## config.mk

```make
export PLATFORM = sky130hd
export DESIGN_NAME = div_unit_flat
export DESIGN_NICKNAME = d
export VERILOG_FILES = /design/src/rtl/div_if.sv /design/src/rtl/div_unit.sv /design/src/flat_wrapper.sv
export SDC_FILE = /design/constraint.sdc
export NUM_CORES = 1
export LEC_CHECK = 0
export ABC_CLOCK_PERIOD_IN_PS = 10800
export CORE_ASPECT_RATIO = 1.4
export CORE_MARGIN = 3
export CORE_UTILIZATION = 35
export DETAILED_ROUTE_END_ITERATION = 16
export PLACE_DENSITY = 0.55
export SLEW_MARGIN = 20
export SYNTH_ARGS = -nofsm -noshare
export SYNTH_HDL_FRONTEND = slang
export SYNTH_SLANG_ARGS = --single-unit
```

## constraint.sdc

```tcl
create_clock -name clk -period 10.8 [get_ports clk]
set_input_delay 2.16 -clock clk [delete_from_list [all_inputs] [get_ports clk]]
set_output_delay 2.16 -clock clk [all_outputs]
set_load 0.005 [all_outputs]
```

## src/rtl/div_if.sv

```systemverilog
// ============================================================================
// div_if : request/response channel between the core and the divide unit
// Rev 1.0 - initial release
// ============================================================================
`default_nettype none

interface div_if #(
  parameter int XLEN = 32
) ();
  logic            in_valid;
  logic            in_ready;
  logic [1:0]      div_op;
  logic [XLEN-1:0] in_a;
  logic [XLEN-1:0] in_b;
  logic            flush;
  logic            out_valid;
  logic            out_ready;
  logic [XLEN-1:0] out_result;
  logic            busy;

  modport slave (
    input  in_valid, div_op, in_a, in_b, flush, out_ready,
    output in_ready, out_valid, out_result, busy
  );

  modport master (
    output in_valid, div_op, in_a, in_b, flush, out_ready,
    input  in_ready, out_valid, out_result, busy
  );
endinterface

`default_nettype wire

```

## src/rtl/div_unit.sv

```systemverilog
// ============================================================================
// div_unit : iterative radix-2 restoring RV32M DIV/DIVU/REM/REMU unit
// Rev 1.0 - initial release
// ============================================================================
`default_nettype none

module div_unit #(
  parameter int XLEN  = 32,
  parameter int CNT_W = $clog2(XLEN)
) (
  input  wire logic clk,
  input  wire logic rst_n,
  div_if.slave      bus
);

  localparam logic [1:0]      c_IDLE = 2'd0;
  localparam logic [1:0]      c_CALC = 2'd1;
  localparam logic [1:0]      c_DONE = 2'd2;
  localparam logic [XLEN-1:0] c_MIN  = {1'b1, {(XLEN-1){1'b0}}};
  localparam logic [XLEN-1:0] c_ONES = {XLEN{1'b1}};

  logic [1:0]      r_state;
  logic [1:0]      w_next;
  logic [CNT_W-1:0] r_cnt;
  logic [XLEN-1:0] r_rem;
  logic [XLEN-1:0] r_quo;
  logic [XLEN-1:0] r_div;
  logic [XLEN-1:0] r_result;
  logic            r_signed;
  logic            r_is_rem;
  logic            r_sign_a;
  logic            r_sign_b;

  logic            w_accept;
  logic            w_signed;
  logic            w_is_rem;
  logic            w_b_zero;
  logic            w_ovf;
  logic            w_special;
  logic [XLEN-1:0] w_special_res;
  logic [XLEN-1:0] w_a_abs;
  logic [XLEN-1:0] w_b_abs;
  logic            w_last;
  logic [XLEN-1:0] w_rem_sh;
  logic            w_ge;
  logic [XLEN-1:0] w_rem_nx;
  logic [XLEN-1:0] w_quo_nx;
  logic [XLEN-1:0] w_final;

  // Request decode; flush blocks acceptance in the same cycle.
  assign w_accept  = bus.in_valid && (r_state == c_IDLE) && !bus.flush;
  assign w_signed  = ~bus.div_op[0];
  assign w_is_rem  = bus.div_op[1];
  assign w_b_zero  = (bus.in_b == '0);
  assign w_ovf     = w_signed && (bus.in_a == c_MIN) && (bus.in_b == c_ONES);
  assign w_special = w_b_zero || w_ovf;
  assign w_a_abs   = (w_signed && bus.in_a[XLEN-1]) ? -bus.in_a : bus.in_a;
  assign w_b_abs   = (w_signed && bus.in_b[XLEN-1]) ? -bus.in_b : bus.in_b;

  always_comb begin
    w_special_res = '0;
    if (w_b_zero) w_special_res = w_is_rem ? bus.in_a : c_ONES;
    else          w_special_res = w_is_rem ? '0 : c_MIN;
  end

  // Restoring step; the bit shifted out of r_rem forces a subtract since
  // the true partial remainder then exceeds any XLEN-bit divisor.
  assign w_rem_sh = {r_rem[XLEN-2:0], r_quo[XLEN-1]};
  assign w_ge     = r_rem[XLEN-1] || (w_rem_sh >= r_div);
  assign w_rem_nx = w_ge ? (w_rem_sh - r_div) : w_rem_sh;
  assign w_quo_nx = {r_quo[XLEN-2:0], w_ge};
  assign w_last   = (r_cnt == CNT_W'(XLEN-1));

  always_comb begin
    w_final = '0;
    if (r_is_rem) w_final = (r_signed && r_sign_a) ? -w_rem_nx : w_rem_nx;
    else          w_final = (r_signed && (r_sign_a ^ r_sign_b)) ? -w_quo_nx : w_quo_nx;
  end

  always_ff @(posedge clk or negedge rst_n) begin
    if (!rst_n) r_state <= c_IDLE;
    else        r_state <= w_next;
  end

  always_comb begin
    w_next = r_state;
    if (bus.flush) begin
      w_next = c_IDLE;
    end else begin
      case (r_state)
        c_IDLE:  if (w_accept) w_next = w_special ? c_DONE : c_CALC;
        c_CALC:  if (w_last) w_next = c_DONE;
        c_DONE:  if (bus.out_ready) w_next = c_IDLE;
        default: w_next = c_IDLE;
      endcase
    end
  end

  always_comb begin
    bus.in_ready   = (r_state == c_IDLE) && !bus.flush;
    bus.out_valid  = (r_state == c_DONE);
    bus.busy       = (r_state != c_IDLE);
    bus.out_result = r_result;
  end

  always_ff @(posedge clk or negedge rst_n) begin
    if (!rst_n) begin
      r_cnt    <= '0;
      r_rem    <= '0;
      r_quo    <= '0;
      r_div    <= '0;
      r_result <= '0;
      r_signed <= 1'b0;
      r_is_rem <= 1'b0;
      r_sign_a <= 1'b0;
      r_sign_b <= 1'b0;
    end else if (!bus.flush) begin
      if (r_state == c_IDLE && w_accept) begin
        r_signed <= w_signed;
        r_is_rem <= w_is_rem;
        r_sign_a <= w_signed && bus.in_a[XLEN-1];
        r_sign_b <= w_signed && bus.in_b[XLEN-1];
        r_cnt    <= '0;
        r_rem    <= '0;
        r_quo    <= w_a_abs;
        r_div    <= w_b_abs;
        if (w_special) r_result <= w_special_res;
      end else if (r_state == c_CALC) begin
        r_cnt <= r_cnt + 1'b1;
        r_rem <= w_rem_nx;
        r_quo <= w_quo_nx;
        if (w_last) r_result <= w_final;
      end
    end
  end

endmodule

`default_nettype wire

```

## src/flat_wrapper.sv

```systemverilog
// flat-port wrapper written by rule: the top's interface ports become plain ports
module div_unit_flat 
#(
  parameter int XLEN  = 32,
  parameter int CNT_W = $clog2(XLEN)
)
  (clk, rst_n, bus_in_valid, bus_div_op, bus_in_a, bus_in_b, bus_flush, bus_out_ready, bus_in_ready, bus_out_valid, bus_out_result, bus_busy);
  div_if #(.XLEN(XLEN)) bus_i ();
  input  wire logic clk;
  input  wire logic rst_n;
  input wire logic [$bits(bus_i.in_valid)-1:0] bus_in_valid;
  input wire logic [$bits(bus_i.div_op)-1:0] bus_div_op;
  input wire logic [$bits(bus_i.in_a)-1:0] bus_in_a;
  input wire logic [$bits(bus_i.in_b)-1:0] bus_in_b;
  input wire logic [$bits(bus_i.flush)-1:0] bus_flush;
  input wire logic [$bits(bus_i.out_ready)-1:0] bus_out_ready;
  output wire logic [$bits(bus_i.in_ready)-1:0] bus_in_ready;
  output wire logic [$bits(bus_i.out_valid)-1:0] bus_out_valid;
  output wire logic [$bits(bus_i.out_result)-1:0] bus_out_result;
  output wire logic [$bits(bus_i.busy)-1:0] bus_busy;
  assign bus_i.in_valid = bus_in_valid;
  assign bus_i.div_op = bus_div_op;
  assign bus_i.in_a = bus_in_a;
  assign bus_i.in_b = bus_in_b;
  assign bus_i.flush = bus_flush;
  assign bus_i.out_ready = bus_out_ready;
  assign bus_in_ready = bus_i.in_ready;
  assign bus_out_valid = bus_i.out_valid;
  assign bus_out_result = bus_i.out_result;
  assign bus_busy = bus_i.busy;
  div_unit #(.XLEN(XLEN), .CNT_W(CNT_W)) u_core (.clk(clk), .rst_n(rst_n), .bus(bus_i));
endmodule
```

==> results of run 1 <==
==> cells in the mapped netlist, drive strengths merged (6+ instances only) <==
library cell,number,area share [%]
nor2,129,4.1
or2,10,0.53
a22oi,6,0.38
xor2,73,5.4
nor3,42,1.8
or4,15,0.99
and3,11,0.58
a21o,11,0.70
a221oi,7,0.52
mux2i,15,1.3
a211o,7,0.52
and2,21,1.1
o41ai,9,0.67
or3,28,1.5
xnor2,54,4.0
o31ai,22,1.5
nor3b,6,0.38
nor4,25,1.5
o21a,13,0.83
a31oi,50,2.7
nand2,204,6.5
o211ai,10,0.68
a41oi,7,0.58
nor2b,6,0.32
buf,20,0.97
clkbuf,71,2.3
a21oi,94,4.1
inv,55,1.8
nand4,22,1.2
a211oi,15,0.96
nand3,55,2.3
ha,39,4.1
dfrtp,139,30
nand2b,15,0.80
o21ai,178,7.6
==> area by class of cell <==
type / instances / area (um2) / share of cell area (%)
Clock buffer: 25 / 495 / 3.61
Clock inverter: 6 / 134 / 0.974
Inverter: 55 / 206 / 1.50
Multi-Input combinational cell: 1267 / 7730 / 56.3
Sequential cell: 139 / 3480 / 25.3
Tap cell: 440 / 551 / 4.01
Timing Repair Buffer: 117 / 1140 / 8.31
==> per-stage QoR <==
stage | power (W) | setup WS [ps] | utilization, % | hold WS, ps
final | 0.00369 | 4960 | 41.9 | 475
after global routing | 0.00400 | 4610 | 41.9 | 505
after CTS | 0.00368 | 4960 | 41.9 | 480
after detailed placement | 0.00302 | 4630 | 40.0 | 463
after global placement | 0.00300 | 4710 | 40.0 | 462
after floorplan | 0.00244 | 5770 | - | 450
==> power by group through the flow <==
stage	logic (W)	clock network (W)	registers, W
final	0.00226	0.000644	0.000785
after global routing	0.00252	0.000677	0.000802
after CTS	0.00224	0.000655	0.000781
after detailed placement	0.00223	0	0.000787
after global placement	0.00222	0	0.000788
after floorplan	0.00171	0	0.000730
==> worst max-delay path by stage <==
stage,startpoint,end,slack (ps)
after floorplan,bus_in_a[12],u_core.bus.out_result[26],5770
after global placement,bus_in_b[0],u_core.bus.out_result[26],4710
after detailed placement,bus_in_b[0],u_core.bus.out_result[26],4630
after CTS,u_core.r_rem[28],u_core.bus.out_result[28],4960
after global routing,u_core.r_quo[31],u_core.bus.out_result[28],4610
final,u_core.r_rem[28],u_core.bus.out_result[24],4960
==> layer usage <==
layer / global-route usage, % / wire [um] / part of all wire [%]
met1: 28.9 / 17500 / 46
met5: 0 / 13 / 0.034
met3: 2.62 / 1560 / 4.1
met2: 35.9 / 18500 / 48
met4: 5.89 / 740 / 1.9
==> registers in the layout (all words and copies together) (netlist names) <==
register,flops
u_core.bus.out_result,32
u_core.r_div,32
u_core.r_cnt,5
u_core.r_sign_b,1
u_core.r_rem,32
u_core.r_sign_a,1
u_core.r_is_rem,1
u_core.r_state,2
u_core.r_quo,32
u_core.r_signed,1
==> critical path: stages (launching register included) <==
cell      delay (ps)
dfrtp_1          400
ha_1             350
a21o_1           240
a21o_1           180
a211oi_1         570
o211ai_2         280
or3_2            710
o21ai_0          450
ha_1             370
nand4b_1         150
nor4_1           290
a41oi_1          200
nor3_1           450
nand4_1          280
and3_1           280
o21ai_0          360
a32o_1           220
==> cell families after synthesis <==
logic type                 after synthesis  share of synthesized area, %
DFF                                    139                          29.5
buffers and inverters                  146                          4.98
muxes                                   18                          1.59
xor gates and xnor gates               127                          9.44
adders and majority gates               40                          4.31
and+or+nand+nor                        606                          25.0
AOI/OAI and AO/OA                      476                          25.2
==> results.md, run 1 <==
* Placement-stage cell area at 0.0131 mm2
* Data required time of the critical path at 11170 ps
* Final hold violation count at 0
* Hold endpoint: u_core.bus.out_result[9]
* Placed Instances at 2018
* Unique masters post-synth at 84
* Synthesized net count at 1663
* P_leak at 5.58 nW
* Worst-path clk slew at 60 ps
* Starting Density at 35.9%
* NetSw at 0.00181 W
* Period utilization at 54.1%
* R2R cell count at 16
* Arrival @ worst endpoint at 6210 ps
* Vias in the first global route at 11300
* # DRC at 0
* Final Critical Period at 5840 ps
* Sw Share at 49.0%
* Die ar. at 0.0359 mm2
* CP max FO at 18
* Wire per inst at 18.7 um
* Worst-margin pin slew at 999 ps
* Max-slew violations at 0
* Type of the worst setup path: reg2reg
* Mapped Cells at 1552
* # Max-Cap Violations at 0
* Fraction of registers with async set/reset at 100%
* Most common cell after layout, fill and taps aside: nand2_1
* Relative slew slack at 33.4%
* Synth warnings at 0
* CP startpoint kind: flop
* Max IR drop VDD at 123 uV
* # nets final at 1708
* Clock skew at 9.44 ps
* Reg2Reg Capture Point: u_core.bus.out_result[24]
* R2r startpoint: u_core.r_rem[28]
* Worst Setup End Kind: flop
* Flop-to-flop setup slack at 4960 ps
* Layout cells sized above 1 at 4.91%
* Clk pwr share at 17.5%
* Pin count of the biggest net entering global routing at 97
* Endpoints failing setup at 0
* Die width at 161 um
* Top FF cell, synth: dfrtp_1
* N_diodes at 0
* Cts-stage hold buffer count at 0
* Fmax at 171 MHz
* Cts repair resizes at 0
* Clock latency at the later pin of the worst-skew pair at 430 ps
* Setup TNS at 0 ps
* DR iter-0 viols at 760
* DRT Wirelength at 38300 um
* Die height at 223 um
* Flops & latches, synth at 139
* Fillers at 3458
* Rows at 78
* Number of flops mapped to enable cells by yosys at 0
* Global placer's final weighted congestion at 0.911
* Most frequent cells in the layout: nand2_1 (202), o21ai_0 (172), dfrtp_1 (139), nor2_1 (128), clkdlybuf4s50_1 (104)
* Min-delay worst type: reg2reg
* Final cell count without fillers at 2049
* First-pass DRT Iterations at 5
* Area Overhead vs Synth at 16.6%
* Clk sinks at 139
* Syn_area_per_cell at 7.59 um2
* HP Start: u_core.bus.out_result[9]
* Total GRT Usage at 21.4%
* Vias per cell at 5.69
* CTS root buffer: clkbuf_16
* RSZ-0062 raised after global routing: no
* First-pass GRT wire length at 62200 um
* H-tree depth at 4
* Initial antenna violation count at 1
* Internal power at 0.00188 W
* Post-synthesis sequential area ratio at 29.5%
* TritonCTS clock tree: built
* Final Instance Area at 0.0137 mm2
* DP HPWL at 28700 um
* Comb pwr share at 61.3%
* Postcts setup bufs at 0
* Status: complete, no violations
* Total gr overflow at 0
* Core Region at 0.0328 mm2
* Port Buf Inserts at 105
* Share of power burned in registers at 21.3%
* Mapped Area at 0.0118 mm2
* TritonCTS Buffers at 17
* Worst hold path depth at 2
* Pwr dens at 268 mW/mm2
* Post-route ant nets at 0
* I/O pins at 106
* Vias at 11700
* Clock buffer depth at 2
Note: power is estimated with default switching activity, not from simulation.
==> run 2: changes to the inputs <==
--- a/config.mk
+++ b/config.mk
@@ -5,12 +5,12 @@
 export SDC_FILE = /design/constraint.sdc
 export NUM_CORES = 1
 export LEC_CHECK = 0
-export ABC_CLOCK_PERIOD_IN_PS = 10800
+export ABC_CLOCK_PERIOD_IN_PS = 5250
 export CORE_ASPECT_RATIO = 1.4
 export CORE_MARGIN = 3
 export CORE_UTILIZATION = 35
 export DETAILED_ROUTE_END_ITERATION = 16
-export PLACE_DENSITY = 0.55
+export PLACE_DENSITY = 0.57
 export SLEW_MARGIN = 20
 export SYNTH_ARGS = -nofsm -noshare
 export SYNTH_HDL_FRONTEND = slang
==> constraint.sdc (replaced) <==
create_clock -name clk -period 5.25 [get_ports clk]
set_input_delay 1.05 -clock clk [delete_from_list [all_inputs] [get_ports clk]]
set_output_delay 1.05 -clock clk [all_outputs]
set_load 0.005 [all_outputs]
==> run 2 against run 1 <==
Against the previous run: sequential power increased by 110%; register-to-register slack got worse by 4600 ps; clock skew about the same; worst hold slack got worse by 6.6 ps; maximum frequency increased by 20%; first-iteration DRC count decreased by 6.1%; combinational power increased by 120%; critical path type unchanged.
==> results.md, run 2 (same netlist as run 1, synthesis figures left out) <==
* Vias at 11700 (about the same)
* Crit path top cell by count: o21ai_0
* CTS root buffer: clkbuf_16 (unchanged)
* First-pass GRT wire length at 63600 um (was 62200 um)
* Status: complete, no violations (unchanged)
* Layout cells sized above 1 at 7.48% (was 4.91%)
* CP startpoint kind: flop (unchanged)
* RSZ-0062 raised after global routing: no (unchanged)
* Post-route ant nets at 0 (unchanged)
* Endpoints failing setup at 0 (unchanged)
* Die width at 161 um (unchanged)
* Setup TNS at 0 ps (unchanged)
* Top Family by Delay on Critical Path: compound AO/OA/AOI/OAI gates (unchanged)
* # Max-Cap Violations at 0 (unchanged)
* Pin count of the biggest net entering global routing at 167 (was 97)
* CP max FO at 11 (was 18)
* Period utilization at 92.8% (was 54.1%)
* Post-place setup slack at 407 ps (was 4630 ps)
* Worst Setup End Kind: flop (unchanged)
* Max IR drop VDD at 300 uV (was 123 uV)
* Final Critical Period at 4870 ps (was 5840 ps)
* Wire per inst at 18.9 um (was 18.7 um)
* TritonCTS Buffers at 17 (unchanged)
* Worst-path clk slew at 70 ps (was 60 ps)
* Clock skew at 9.78 ps (was 9.44 ps)
* Starting Density at 35.9% (unchanged)
* Core Region at 0.0328 mm2 (unchanged)
* Fmax at 205 MHz (was 171 MHz)
* N_diodes at 0 (unchanged)
* Area Overhead vs Synth at 19.5% (was 16.6%)
* H-tree depth at 4 (unchanged)
* Min-delay worst type: reg2reg (unchanged)
* DP HPWL at 29500 um (was 28700 um)
* DRT Wirelength at 39500 um (was 38300 um)
* Global placer's final weighted congestion at 0.931 (was 0.911)
* # DRC at 0 (unchanged)
* Most frequent cells in the layout: nand2_1 (202), o21ai_0 (172), dfrtp_1 (139), nor2_1 (128), clkdlybuf4s50_1 (104) (unchanged)
* I/O pins at 106 (unchanged)
* Total GRT Usage at 22.0% (was 21.4%)
* Port Buf Inserts at 105 (unchanged)
* Initial antenna violation count at 0 (was 1)
* Die ar. at 0.0359 mm2 (unchanged)
* Clock latency at the later pin of the worst-skew pair at 460 ps (was 430 ps)
* Clk sinks at 139 (unchanged)
* P_leak at 5.76 nW (was 5.58 nW)
* Worst-margin pin slew at 969 ps (was 999 ps)
* Data required time of the critical path at 5590 ps (was 11170 ps)
* Clock buffer depth at 2 (unchanged)
* TritonCTS clock tree: built (unchanged)
* Vias per cell at 5.63 (was 5.69)
* Relative slew slack at 35.4% (was 33.4%)
* Arrival @ worst endpoint at 5210 ps (was 6210 ps)
* Vias in the first global route at 11600 (was 11300)
* Worst Path Buf+Inv at 3 (was 0)
* CP Cell Sequence: inv_1 > ha_1 > fa_1 > and2b_4 > o2111a_1 > o21ai_0 > a21oi_2 > or3_2 > buf_4 > nand2_1 > o21ai_0 > ha_1 > and3_1 > a41oi_1 > buf_4 > o31ai_1 > xor2_1 > a211oi_1 > o21ai_0 (was ha_1 > a21o_1 > a21o_1 > a211oi_1 > o211ai_2 > or3_2 > o21ai_0 > ha_1 > nand4b_1 > nor4_1 > a41oi_1 > nor3_1 > nand4_1 > and3_1 > o21ai_0 > a32o_1)
* Total gr overflow at 0 (unchanged)
* Fillers at 3448 (was 3458)
* Final hold violation count at 0 (unchanged)
* Pwr dens at 562 mW/mm2 (was 268 mW/mm2)
* Rows at 78 (unchanged)
* Slowest stage delay, CP at 560 ps (was 710 ps)
* Most common cell after layout, fill and taps aside: nand2_1 (unchanged)
* Type of the worst setup path: reg2reg (unchanged)
* PnR worst setup slack at 377 ps (was 4960 ps)
* Critical path's slowest cell: or3_2 (unchanged)
* # nets final at 1742 (was 1708)
* First-pass DRT Iterations at 5 (unchanged)
* Max-slew violations at 0 (unchanged)
* Postcts setup bufs at 0 (unchanged)
* Die height at 223 um (unchanged)
* DR iter-0 viols at 714 (was 760)
[run 2: changes by cell type in the layout (fill, tap and decap cells not counted), moves of 2 or more]
cell and delta:
inv_6 +2, clkbuf_1 -4, buf_4 +32, buf_12 +2
clkinvlp_4 +3, clkbuf_8 -2
[run 2: report_power, final]
group	switching, W	internal [W]
logic	0.00299	0.00191
registers	0.000307	0.00130
clock network	0.000535	0.000871
[run 2: worst paths after layout]
kind / start / to / slack (ps) / cells after the start
worst max register to register: u_core.r_quo[31] / u_core.bus.out_result[16] / 380 / 19
worst min register to register: u_core.bus.out_result[3] / u_core.bus.out_result[3] / 470 / 2
max in group asynchronous: rst_n / u_core.r_quo[26] / 3820 / 2
worst min-delay path: u_core.bus.out_result[3] / u_core.bus.out_result[3] / 470 / 2
worst max-delay path: u_core.r_quo[31] / u_core.bus.out_result[16] / 380 / 19
min in group asynchronous: rst_n / u_core.r_div[6] / 560 / 1
[run 2: metal layers]
metal	up-vias	global-route usage [%]	share of wire [%]
met3	59	2.75	4.4
met1	5586	28.9	45
met2	314	37.2	48
li1	5781	-	-
met5	-	0	0
met4	0	7.78	2.9
[run 2: area by class of cell]
| cell class | count | area, um2 | area share [%] |
|---|---|---|---|
| Multi-Input combinational cell | 1267 | 7760 | 55.1 |
| Timing Repair Buffer | 151 | 1420 | 10.1 |
| Clock buffer | 19 | 453 | 3.22 |
| Clock inverter | 13 | 213 | 1.51 |
| Tap cell | 440 | 551 | 3.91 |
| Inverter | 55 | 206 | 1.47 |
| Sequential cell | 139 | 3480 | 24.7 |
[run 2: worst reg2reg max path, delay by kind of cell, from the launching register on]
kind,cells,cell delay (ps)
buffers and inverters,3,520
XOR/XNOR,1,210
AND/OR/NAND/NOR,4,1030
flip-flops,1,420
adder cells (fa/ha/maj),3,620
AO/OA/AOI/OAI,8,1950
[run 2: metrics by stage]
stage	util, %	cells	hold slack (ps)	power (W)	cell area [um2]
finish	42.9	2084	468	0.00792	14100
global route	42.9	2084	493	0.00855	14100
CTS	42.9	2084	476	0.00787	14100
detailed placement	40.8	2052	463	0.00643	13400
global placement	40.8	2052	453	0.00642	13400
floorplan	-	1552	450	0.00502	11800
[run 2: timing repair]
action / in CTS / in global routing
gates resized for setup: 0 / 5
hold buffers: 0 / 0
setup endpoints to repair: 0 / 4
